===== config.mk =====
export PLATFORM = sky130hd
export DESIGN_NAME = ofdm_rx_sync_ctrl
export DESIGN_NICKNAME = d
export VERILOG_FILES = /design/src/rtl/ofdm_rx_sync_pkg.sv /design/src/rtl/ofdm_sync_timer.sv /design/src/rtl/ofdm_rx_sync_ctrl.sv
export SDC_FILE = /design/constraint.sdc
export NUM_CORES = 1
export LEC_CHECK = 0
export BUFFER_PORTS_ARGS = -buffer_cell sky130_fd_sc_hd__buf_2
export CORE_MARGIN = 3
export CORE_UTILIZATION = 57
export DETAILED_ROUTE_END_ITERATION = 10
export PLACE_DENSITY_LB_ADDON = 0.2
export SYNTH_ARGS = -nofsm -noshare
export SYNTH_HDL_FRONTEND = slang
export SYNTH_SLANG_ARGS = --single-unit

===== constraint.sdc =====
create_clock -name i_clk -period 2.85 [get_ports i_clk]
set_clock_uncertainty 0.05 [all_clocks]
set_input_delay 0.4275 -clock i_clk [delete_from_list [all_inputs] [get_ports i_clk]]
set_output_delay 0.4275 -clock i_clk [all_outputs]
set_load 0.05 [all_outputs]

===== src/rtl/ofdm_rx_sync_pkg.sv =====
// ofdm_rx_sync_pkg: state codes, default symbol geometry shared with
// ofdm_frame_gen, and the counter-width helper for the RX sync controller.
package ofdm_rx_sync_pkg;

  // Default symbol geometry (kept in step with ofdm_frame_gen)
  localparam int FFT_LEN_DEF = 256;
  localparam int CP_LEN_DEF  = 64;

  typedef logic [2:0] state_t;

  localparam state_t ST_SEARCH_A = 3'd0;
  localparam state_t ST_WAIT_B   = 3'd1;
  localparam state_t ST_EST      = 3'd2;
  localparam state_t ST_SKIP_CP  = 3'd3;
  localparam state_t ST_SYMBOL   = 3'd4;
  localparam state_t ST_DONE     = 3'd5;

  // Width of one shared tick counter able to hold every terminal count.
  function automatic int cnt_width(input int a, input int b, input int c, input int d);
    int m_ab;
    int m_cd;
    int m;
    m_ab = (a > b) ? a : b;
    m_cd = (c > d) ? c : d;
    m    = (m_ab > m_cd) ? m_ab : m_cd;
    return (m > 1) ? $clog2(m) : 1;
  endfunction

endpackage


===== src/rtl/ofdm_sync_timer.sv =====
// ofdm_sync_timer: loadable tick counter with synchronous clear, count
// enable and terminal-count compare. Clear beats load beats increment.
module ofdm_sync_timer
  import ofdm_rx_sync_pkg::*;
#(
  parameter int W = 9
) (
  input  logic         i_clk,
  input  logic         i_reset,
  input  logic         i_clr,
  input  logic         i_load,
  input  logic [W-1:0] i_load_val,
  input  logic         i_inc,
  input  logic [W-1:0] i_tc_val,
  output logic [W-1:0] o_count_next,
  output logic         o_tc
);

  logic [W-1:0] count_q;
  logic [W-1:0] count_d;

  // Next count: clear, load, increment or hold
  always_comb begin
    count_d = count_q;
    if (i_clr) begin
      count_d = W'(0);
    end else if (i_load) begin
      count_d = i_load_val;
    end else if (i_inc) begin
      count_d = count_q + W'(1);
    end else begin
      count_d = count_q;
    end
  end

  // Count register
  always_ff @(posedge i_clk or posedge i_reset) begin
    if (i_reset) begin
      count_q <= W'(0);
    end else begin
      count_q <= count_d;
    end
  end

  assign o_count_next = count_d;
  assign o_tc         = (count_q == i_tc_val);

endmodule


===== src/rtl/ofdm_rx_sync_ctrl.sv =====
// ofdm_rx_sync_ctrl: RX sync sequencer. Waits for preamble A then B, runs
// the CFO estimator until it locks, then strips the cyclic prefix and frames
// each data symbol for the FFT. All outputs are registered.
// Optional build macro: OFDM_RX_SYNC_STATS_EN adds frame statistics counters.
module ofdm_rx_sync_ctrl
  import ofdm_rx_sync_pkg::*;
#(
  parameter int FFT_LEN     = FFT_LEN_DEF,
  parameter int CP_LEN      = CP_LEN_DEF,
  parameter int B_WINDOW    = 512,
  parameter int EST_TIMEOUT = 128,
  parameter int SYM_W       = 8
) (
  input  logic                       i_clk,
  input  logic                       i_reset,
  input  logic                       i_en,
  input  logic                       i_valid,
  input  logic                       i_findPreamble_a,
  input  logic                       i_findPreamble_b,
  input  logic                       i_sync_valid,
  input  logic [SYM_W-1:0]           i_num_symbols,
  input  logic                       i_abort,
  output logic                       o_sync_reset,
  output logic                       o_sync_en,
  output logic                       o_frame_active,
  output logic                       o_sym_start,
  output logic                       o_sym_valid,
  output logic [SYM_W-1:0]           o_sym_index,
  output logic [$clog2(FFT_LEN)-1:0] o_sample_index,
  output logic                       o_frame_done,
  output logic                       o_timeout,
  output logic [2:0]                 o_state
`ifdef OFDM_RX_SYNC_STATS_EN
  ,
  output logic [15:0]                o_frames_ok,
  output logic [15:0]                o_frames_timeout,
  output logic [15:0]                o_frames_lost
`endif
);

  localparam int CNT_W  = cnt_width(B_WINDOW, EST_TIMEOUT, CP_LEN, FFT_LEN);
  localparam int SIDX_W = $clog2(FFT_LEN);

  state_t             state_q;
  state_t             state_d;
  logic [SYM_W-1:0]   num_q;
  logic [SYM_W-1:0]   num_d;
  logic [SYM_W-1:0]   sym_idx_q;
  logic [SYM_W-1:0]   sym_idx_d;
  logic [SYM_W-1:0]   sym_idx_nx_s;

  logic               tick_s;
  logic               tmr_clr_s;
  logic               tmr_inc_s;
  logic               tmr_tc_s;
  logic [CNT_W-1:0]   tmr_tc_val_s;
  logic [CNT_W-1:0]   tmr_cnt_next_s;

  logic               ev_timeout_s;
  logic               ev_lost_s;
  logic               ev_start_s;
  logic               ev_done_s;

  logic               sync_reset_d,   sync_reset_q;
  logic               sync_en_d,      sync_en_q;
  logic               frame_active_d, frame_active_q;
  logic               sym_start_d,    sym_start_q;
  logic               sym_valid_d,    sym_valid_q;
  logic [SIDX_W-1:0]  sample_idx_d,   sample_idx_q;
  logic               frame_done_d,   frame_done_q;
  logic               timeout_d,      timeout_q;

  assign tick_s = i_en & i_valid;

  // One timer serves the window, lock and sample counts: only one is live per state
  ofdm_sync_timer #(
    .W (CNT_W)
  ) u_timer (
    .i_clk        (i_clk),
    .i_reset      (i_reset),
    .i_clr        (tmr_clr_s),
    .i_load       (1'b0),
    .i_load_val   (CNT_W'(0)),
    .i_inc        (tmr_inc_s),
    .i_tc_val     (tmr_tc_val_s),
    .o_count_next (tmr_cnt_next_s),
    .o_tc         (tmr_tc_s)
  );

  // Terminal count for the state currently being timed
  always_comb begin
    case (state_q)
      ST_WAIT_B:  tmr_tc_val_s = CNT_W'(B_WINDOW - 1);
      ST_EST:     tmr_tc_val_s = CNT_W'(EST_TIMEOUT - 1);
      ST_SKIP_CP: tmr_tc_val_s = CNT_W'(CP_LEN - 1);
      ST_SYMBOL:  tmr_tc_val_s = CNT_W'(FFT_LEN - 1);
      default:    tmr_tc_val_s = {CNT_W{1'b1}};
    endcase
  end

  // State and frame-context registers
  always_ff @(posedge i_clk or posedge i_reset) begin
    if (i_reset) begin
      state_q   <= ST_SEARCH_A;
      num_q     <= SYM_W'(0);
      sym_idx_q <= SYM_W'(0);
    end else begin
      state_q   <= state_d;
      num_q     <= num_d;
      sym_idx_q <= sym_idx_d;
    end
  end

  // Next state, timer control and event strobes; abort wins, i_en low freezes
  always_comb begin
    state_d      = state_q;
    num_d        = num_q;
    sym_idx_nx_s = sym_idx_q;
    tmr_clr_s    = 1'b0;
    tmr_inc_s    = 1'b0;
    ev_timeout_s = 1'b0;
    ev_lost_s    = 1'b0;
    ev_start_s   = 1'b0;
    ev_done_s    = 1'b0;
    if (i_abort) begin
      state_d   = ST_SEARCH_A;
      tmr_clr_s = 1'b1;
    end else if (!i_en) begin
      state_d = state_q;
    end else begin
      case (state_q)
        ST_SEARCH_A: begin
          if (tick_s && i_findPreamble_a) begin
            state_d   = ST_WAIT_B;
            tmr_clr_s = 1'b1;
          end else begin
            state_d = ST_SEARCH_A;
          end
        end
        ST_WAIT_B: begin
          if (!tick_s) begin
            state_d = ST_WAIT_B;
          end else if (i_findPreamble_b) begin
            num_d        = i_num_symbols;
            sym_idx_nx_s = SYM_W'(0);
            tmr_clr_s    = 1'b1;
            if (i_num_symbols == SYM_W'(0)) begin
              state_d   = ST_DONE;
              ev_done_s = 1'b1;
            end else begin
              state_d = ST_EST;
            end
          end else if (i_findPreamble_a) begin
            tmr_clr_s = 1'b1;
          end else if (tmr_tc_s) begin
            state_d      = ST_SEARCH_A;
            tmr_clr_s    = 1'b1;
            ev_timeout_s = 1'b1;
          end else begin
            tmr_inc_s = 1'b1;
          end
        end
        ST_EST: begin
          if (!tick_s) begin
            state_d = ST_EST;
          end else if (i_sync_valid) begin
            state_d   = ST_SKIP_CP;
            tmr_clr_s = 1'b1;
          end else if (tmr_tc_s) begin
            state_d      = ST_SEARCH_A;
            tmr_clr_s    = 1'b1;
            ev_timeout_s = 1'b1;
          end else begin
            tmr_inc_s = 1'b1;
          end
        end
        ST_SKIP_CP: begin
          if (!tick_s) begin
            state_d = ST_SKIP_CP;
          end else if (!i_sync_valid) begin
            state_d   = ST_SEARCH_A;
            tmr_clr_s = 1'b1;
            ev_lost_s = 1'b1;
          end else if (tmr_tc_s) begin
            state_d    = ST_SYMBOL;
            tmr_clr_s  = 1'b1;
            ev_start_s = 1'b1;
          end else begin
            tmr_inc_s = 1'b1;
          end
        end
        ST_SYMBOL: begin
          if (!tick_s) begin
            state_d = ST_SYMBOL;
          end else if (!i_sync_valid) begin
            state_d   = ST_SEARCH_A;
            tmr_clr_s = 1'b1;
            ev_lost_s = 1'b1;
          end else if (tmr_tc_s) begin
            tmr_clr_s = 1'b1;
            if (sym_idx_q == (num_q - SYM_W'(1))) begin
              state_d   = ST_DONE;
              ev_done_s = 1'b1;
            end else begin
              state_d      = ST_SKIP_CP;
              sym_idx_nx_s = sym_idx_q + SYM_W'(1);
            end
          end else begin
            tmr_inc_s = 1'b1;
          end
        end
        ST_DONE: begin
          state_d   = ST_SEARCH_A;
          tmr_clr_s = 1'b1;
        end
        default: begin
          state_d   = ST_SEARCH_A;
          tmr_clr_s = 1'b1;
        end
      endcase
    end
  end

  // Symbol number restarts whenever the controller falls back to search
  assign sym_idx_d = (state_d == ST_SEARCH_A) ? SYM_W'(0) : sym_idx_nx_s;

  // Output values derived from the post-tick state and this cycle's events
  always_comb begin
    frame_active_d = (state_d == ST_EST) || (state_d == ST_SKIP_CP) || (state_d == ST_SYMBOL);
    sync_en_d      = frame_active_d;
    sync_reset_d   = ~frame_active_d;
    sym_valid_d    = (state_d == ST_SYMBOL);
    sample_idx_d   = sym_valid_d ? SIDX_W'(tmr_cnt_next_s) : SIDX_W'(0);
    sym_start_d    = ev_start_s;
    frame_done_d   = ev_done_s;
    timeout_d      = ev_timeout_s | ev_lost_s;
  end

  // Output registers
  always_ff @(posedge i_clk or posedge i_reset) begin
    if (i_reset) begin
      sync_reset_q   <= 1'b1;
      sync_en_q      <= 1'b0;
      frame_active_q <= 1'b0;
      sym_start_q    <= 1'b0;
      sym_valid_q    <= 1'b0;
      sample_idx_q   <= SIDX_W'(0);
      frame_done_q   <= 1'b0;
      timeout_q      <= 1'b0;
    end else begin
      sync_reset_q   <= sync_reset_d;
      sync_en_q      <= sync_en_d;
      frame_active_q <= frame_active_d;
      sym_start_q    <= sym_start_d;
      sym_valid_q    <= sym_valid_d;
      sample_idx_q   <= sample_idx_d;
      frame_done_q   <= frame_done_d;
      timeout_q      <= timeout_d;
    end
  end

  assign o_sync_reset   = sync_reset_q;
  assign o_sync_en      = sync_en_q;
  assign o_frame_active = frame_active_q;
  assign o_sym_start    = sym_start_q;
  assign o_sym_valid    = sym_valid_q;
  assign o_sym_index    = sym_idx_q;
  assign o_sample_index = sample_idx_q;
  assign o_frame_done   = frame_done_q;
  assign o_timeout      = timeout_q;
  assign o_state        = state_q;

`ifdef OFDM_RX_SYNC_STATS_EN
  logic [15:0] frames_ok_q;
  logic [15:0] frames_timeout_q;
  logic [15:0] frames_lost_q;

  // Wrapping frame statistics; abort produces no event and is not counted
  always_ff @(posedge i_clk or posedge i_reset) begin
    if (i_reset) begin
      frames_ok_q      <= 16'd0;
      frames_timeout_q <= 16'd0;
      frames_lost_q    <= 16'd0;
    end else begin
      frames_ok_q      <= frames_ok_q      + {15'd0, ev_done_s};
      frames_timeout_q <= frames_timeout_q + {15'd0, ev_timeout_s};
      frames_lost_q    <= frames_lost_q    + {15'd0, ev_lost_s};
    end
  end

  assign o_frames_ok      = frames_ok_q;
  assign o_frames_timeout = frames_timeout_q;
  assign o_frames_lost    = frames_lost_q;
`endif

endmodule


# After elaboration in Yosys (flattened, before gate mapping)
# Cells that the tools add are included.
dict set report word_totals {
  in_bits 16
  ff_bits 42
  word_cells 130
  output_inout_bits 26
}
dict set report op_classes {
  n_bitwise 4
  n_addsub 3
  n_mux 83
  n_eq_ne 16
  n_reduce_logical 12
}
# operator count
set op_table {}
lappend op_table {{$mux 8} 10}
lappend op_table {{$mux 1} 48}
lappend op_table {{$mux 3} 16}
lappend op_table {{$pmux 9 s3} 1}
lappend op_table {{$mux 9} 2}
lappend op_table {{$ne 3x3->1 const B} 6}
lappend op_table {{$pmux 8 s2} 1}
lappend op_table {{$pmux 3 s5} 1}
lappend op_table {{$eq 3x2->1 const B} 4}
lappend op_table {{$add 9x1->9 const B} 1}
lappend op_table {{$eq 9x9->1} 1}
lappend op_table {{$reduce_and 9->1} 1}
lappend op_table {{$add 8x1->8 const B} 1}
lappend op_table {{$eq 8x8->1} 1}
lappend op_table {{$logic_not 8->1} 1}
lappend op_table {{$sub 8x1->8 const B} 1}
lappend op_table {{$eq 3x3->1 const B} 2}
lappend op_table {{$logic_not 3->1} 2}
lappend op_table {{$reduce_and 5->1} 1}
lappend op_table {{$pmux 1 s2} 2}
lappend op_table {{$pmux 1 s4} 1}
lappend op_table {{$reduce_bool 2->1} 2}
lappend op_table {{$eq 3x1->1 const B} 1}
lappend op_table {{$pmux 1 s3} 1}
lappend op_table {{8 further kinds} 10}

# Logic depth before layout (Yosys ltp)
dict set report depth {
  ltp_word 14
  depth_mapped 11
  ltp_nobuf 9
}

# Modules after synthesis
# From an unflattened synthesis, not the netlist that was laid out.
dict set report unflattened {
  cells_unflattened 288
  area_unflattened_um2 2576.2
}
# mod area_each_um2 cells_each instances
set by_module_without_submodules {}
lappend by_module_without_submodules {ofdm_rx_sync_ctrl 1981.9 222 1}
lappend by_module_without_submodules {ofdm_sync_timer 594.3 66 1}

# Worst setup path after synthesis
# OpenSTA, ideal clock, no wires.
dict set report synth_timing {
  kind {register to register}
  from {register state_q[2] (netlist: o_state[2])}
  to {register frame_active_q (netlist: o_frame_active)}
  path_buffers 3
  setup_time_ps 131
  path_stages_with_launch 11
  required_time_ps 2669
  slack_ps -61
  arrival_time_ps 2730
  path_cell_list {dfrtp_1 > buf_2 > or3b_1 > buf_2 > a21oi_1 > o2111ai_1 > a211o_1 > a311o_1 > o2111ai_2 > buf_6 > o21ai_0}
}
dict set report synth_between {
  elab_chain_cells 13
  word_cells_on_any_way 27
  classes_between {8 x eq/ne; 16 x mux; 3 x reduce/logical}
}
# item line_no
set synth_lines {}
lappend synth_lines {{start: declaration} ofdm_rx_sync_ctrl.sv:44} ;# state_t state_q;
lappend synth_lines {{start signal: assignment} ofdm_rx_sync_ctrl.sv:108} ;# state_q <= state_d;
lappend synth_lines {{$eq 3x3->1 / $eq 3x2->1 (equally long branches)} {ofdm_rx_sync_ctrl.sv:92, ofdm_rx_sync_ctrl.sv:131}}
lappend synth_lines {{$pmux 9 s3} ofdm_rx_sync_ctrl.sv:92} ;# case (state_q)
lappend synth_lines {{$eq 9x9->1} ofdm_sync_timer.sv:46} ;# assign o_tc = (count_q == i_tc_val);
lappend synth_lines {{$mux 3} {ofdm_rx_sync_ctrl.sv:155, ofdm_rx_sync_ctrl.sv:169}}
lappend synth_lines {{$mux 3} ofdm_rx_sync_ctrl.sv:153} ;# end else if (i_findPreamble_a) begin
lappend synth_lines {{$mux 3} ofdm_rx_sync_ctrl.sv:143} ;# end else if (i_findPreamble_b) begin
lappend synth_lines {{$mux 3} ofdm_rx_sync_ctrl.sv:141} ;# if (!tick_s) begin
lappend synth_lines {{$pmux 3 s5} ofdm_rx_sync_ctrl.sv:131} ;# case (state_q)
lappend synth_lines {{$mux 3 (*)} ofdm_rx_sync_ctrl.sv:128} ;# end else if (!i_en) begin
lappend synth_lines {{$mux 3 (*)} ofdm_rx_sync_ctrl.sv:125} ;# if (i_abort) begin
lappend synth_lines {{$eq 3x2->1} ofdm_rx_sync_ctrl.sv:229} ;# frame_active_d = (state_d == ST_EST) || (state_d == ST_SKIP_CP) || (state_d == ST_SYMBOL);
lappend synth_lines {{$logic_or 1x1->1} ofdm_rx_sync_ctrl.sv:229}
lappend synth_lines {{$logic_or 1x1->1 (*)} ofdm_rx_sync_ctrl.sv:229}
lappend synth_lines {{named net frame_active_d} ofdm_rx_sync_ctrl.sv:66} ;# logic frame_active_d, frame_active_q;
lappend synth_lines {{end signal: assignment} ofdm_rx_sync_ctrl.sv:253} ;# frame_active_q <= frame_active_d;
lappend synth_lines {{end: declaration} ofdm_rx_sync_ctrl.sv:66}
# Mark *: on every way through the listed nets, which the timed path passes. The rest lies on a longest branch.
# A chain may end at the register's enable or synchronous reset.

# Worst setup path after layout
dict set report layout_timing {
  from {register num_q[0]}
  to {register frame_active_q (netlist: o_frame_active)}
}
dict set report layout_between {
  elab_chain_cells 12
  word_cells_on_any_way 14
  classes_between {1 x add/sub; 4 x eq/ne; 7 x mux; 2 x reduce/logical}
}
# item line_no
set layout_lines {}
lappend layout_lines {{start: declaration} ofdm_rx_sync_ctrl.sv:46} ;# logic [SYM_W-1:0] num_q;
lappend layout_lines {{start signal: assignment} ofdm_rx_sync_ctrl.sv:109} ;# num_q <= num_d;
lappend layout_lines {{$sub 8x1->8 (*)} ofdm_rx_sync_ctrl.sv:201} ;# if (sym_idx_q == (num_q - SYM_W'(1))) begin
lappend layout_lines {{$eq 8x8->1 (*)} ofdm_rx_sync_ctrl.sv:201}
lappend layout_lines {{$mux 3 (*)} ofdm_rx_sync_ctrl.sv:201}
lappend layout_lines {{$mux 3 (*)} ofdm_rx_sync_ctrl.sv:199} ;# end else if (tmr_tc_s) begin
lappend layout_lines {{$mux 3 (*)} ofdm_rx_sync_ctrl.sv:195} ;# end else if (!i_sync_valid) begin
lappend layout_lines {{$mux 3 (*)} ofdm_rx_sync_ctrl.sv:193} ;# if (!tick_s) begin
lappend layout_lines {{$pmux 3 s5 (*)} ofdm_rx_sync_ctrl.sv:131}
lappend layout_lines {{$mux 3 (*)} ofdm_rx_sync_ctrl.sv:128}
lappend layout_lines {{$mux 3 (*)} ofdm_rx_sync_ctrl.sv:125}
lappend layout_lines {{$eq 3x2->1} ofdm_rx_sync_ctrl.sv:229}
lappend layout_lines {{$logic_or 1x1->1} ofdm_rx_sync_ctrl.sv:229}
lappend layout_lines {{$logic_or 1x1->1 (*)} ofdm_rx_sync_ctrl.sv:229}
lappend layout_lines {{named net frame_active_d} ofdm_rx_sync_ctrl.sv:66}
# Marks and branches as above.

==> results.cfg <==
[placement]
gp_congestion = 0.919
dp_hpwl_um = 4900
preCtsSetupSlack_ps = 85.5
port_buffers = 41
dp.cells = 388

[outcome]
status = complete, no violations

[detailed_routing]
drtAntennaViolNets = 0
dr.pass1.iters = 5
wl_per_cell_um = 16.9
vias = 2461
drc = 0
finalWirelength_um = 6730
drt_iter0_markers = 113
routed_via_density = 6.18

[floorplan]
die_h_um = 74.5
die_width_um = 74.5
initial_utilization_pct = 60.2
dieArea_sq_um = 5550
core_area_sq_um = 4440
fp-row-count = 24
num_io_pins = 42

[setup_path]
r2r-start = num_q[0]$_DFFE_PP0P_
startpoint = num_q[0]$_DFFE_PP0P_
crit_required_ps = 3010
critPathMaxFanout = 11
critPathArrivalTime_ps = 2930
end_kind = flip-flop
crit_type = reg2reg
startpoint_type = flip-flop

[logic_synthesis]
yosysMostFrequentCell = dfrtp_1
synthCells = 287
synth-edff-count = 0
synth_cell_type_count = 61
syn_area_per_cell_sq_um = 9.32
ys_warn_count = 0
synthesis.nets = 306
netlist_top_cells_area = dfrtp_1 (38%), xnor2_1 (4.6%), o21ai_0 (3.6%), mux2_2 (3.4%), nor2_1 (3.1%)
async_flop_share_pct = 100
synth-main-ff-cell = dfrtp_1
synth_area_sq_um = 2670
ys_ff_latch = 42
post-synth-top-area-fraction_pct = 38.4
synth_area_leader_cell = dfrtp_1
synth_top_cells_by_count = dfrtp_1 (41), nor2_1 (22), o21ai_0 (19)
yosysSeqAreaShare_pct = 39.4

[pwr]
leakage_nw = 1.48
peakVddDrop_mv = 0.287
powerDensity_nw_per_um2 = 483

[sta]
setup_viol = 0
period_minus_slack_ps = 2780
period_share_pct = 97.5
slew_headroom_pct = 41.2
finalHoldViolations = 0
final_max_slew_viol_count = 0
tightestPinTransition_ps = 882
setup_ws_ps = 72.4
fmaxAchievable_ghz = 0.360

[clock_tree]
htreeDepth = 2
cts_sinks = 42
clockRootBuffer = clkbuf_8
clkLatencyLatePin_ps = 300
cts_tree = done
clock_path_buffers = 2
clk_pin_slew_ps = 90
cts_buffers = 5

[finish]
fillers = 338
syn2layout_area_growth_pct = 21.4
drive_gt1_share_pct = 32.1
nNetsFinal = 364
fin_cells = 398
seqCellArea_sq_um = 1050
multi_input_area_sq_um = 1570
diodes = 0

[grt]
grt_first_pass_wirelength_um = 10800
grt_overflow_total = 0
grtUsageTotal_pct = 25.2
antenna_found_initial = 0
grt_pass1_vias = 2363
grt_max_degree = 25

[hold_path]
min_path_type = in2async

[flow_run]
maxCapViolations = 0
logic make-up (layout without fill, tap and decap cells):
kind of cell	count (synthesis)	in the layout	share of synthesized area (%)
AOI/OAI and AO/OA	69	69	19.2
muxes	9	9	3.74
adders and majority gates	3	3	1.40
DFF	42	42	39.4
and+or+nand+nor	118	118	25.6
buffers and inverters	27	86	4.40
xor gates and xnor gates	19	19	6.22
repair_timing:
action,in CTS,in global routing
buffers inserted,0,3
hold buffers,0,0
resized for setup,0,11
endpoints found under the setup margin,0,19
endpoints found under the hold margin,0,0
flip-flops by register name, summed over array words and instances (netlist names), 3 cells and up:
signal	count
o_sample_index	8
o_sym_index	8
o_state	3
num_q	8
u_timer.count_q	9
worst max-delay path: stages, from the launching register on:
cell and delay, ps:
dfrtp_1 420, or4_4 560, or3_4 420, a221oi_4 370, o211a_1 220, a221o_2 210, o2111ai_2 160, buf_12 190
o21ai_0 100
placed cells by master, fill, tap and decap left out, types with 6 or more instances in the layout:
cell type  count
or3_1          7
xnor2_1       13
nor3_2         8
inv_1         13
and3_1         7
buf_4         23
a21oi_1        8
mux2_2         8
nand2_1       17
nor3_1         9
dfrtp_1       39
buf_2         41
nand3_1       10
o21ai_0       19
nor2b_1        6
nor2_1        22
per-stage QoR:
step / power [W] / TNS [ps] / utilization (%) / instance area [sq um] / hold WS (ps)
after detailed placement: 0.00104 / 0 / 68.8 / 3060 / 476
after global placement: 0.00103 / 0 / 68.8 / 3060 / 474
after global routing: 0.00164 / -56.0 / 73.1 / 3250 / 316
after CTS: 0.00152 / 0 / 71.3 / 3170 / 281
final: 0.00157 / 0 / 73.1 / 3250 / 253
after floorplan: 0.000921 / -28.7 / - / 2680 / 450
report_power, final:
group | switching, W | total, W | internal (W)
Combinational | 0.000235 | 0.000422 | 0.000187
Clock | 0.000222 | 0.000485 | 0.000263
Sequential | 0.0000373 | 0.000661 | 0.000623
area by class of cell:
| type | instances | share of cell area, % |
|---|---|---|
| clock buffer | 5 | 2.12 |
| timing repair buffer | 65 | 12.3 |
| sequential | 42 | 32.5 |
| clock inverter | 3 | 1.35 |
| tap | 52 | 2.00 |
| inverter | 13 | 1.50 |
| multi-input combinational | 218 | 48.3 |
metal layers:
layer / track usage [%] / vias up / part of all wire (%)
met4: 12.6 / 0 / 2.7
met3: 4.86 / 21 / 5.7
li1: - / 1168 / -
met1: 31.2 / 1174 / 40
met5: 0 / - / 0
met2: 41.8 / 98 / 51
worst paths after layout:
| check | endpoint | slack (ps) | cells after the start |
|---|---|---|---|
| max in group asynchronous | o_state[0]$_DFF_PP0_ | 1820 | 3 |
| worst max register to register | o_frame_active$_DFF_PP0_ | 70 | 8 |
| worst min register to register | num_q[2]$_DFFE_PP0P_ | 500 | 1 |
| worst min-delay path | o_frame_done$_DFF_PP0_ | 250 | 2 |
| min in group i_clk | num_q[3]$_DFFE_PP0P_ | 320 | 2 |
| worst max-delay path | o_frame_active$_DFF_PP0_ | 70 | 8 |
Power figures use the tool's default switching activity.
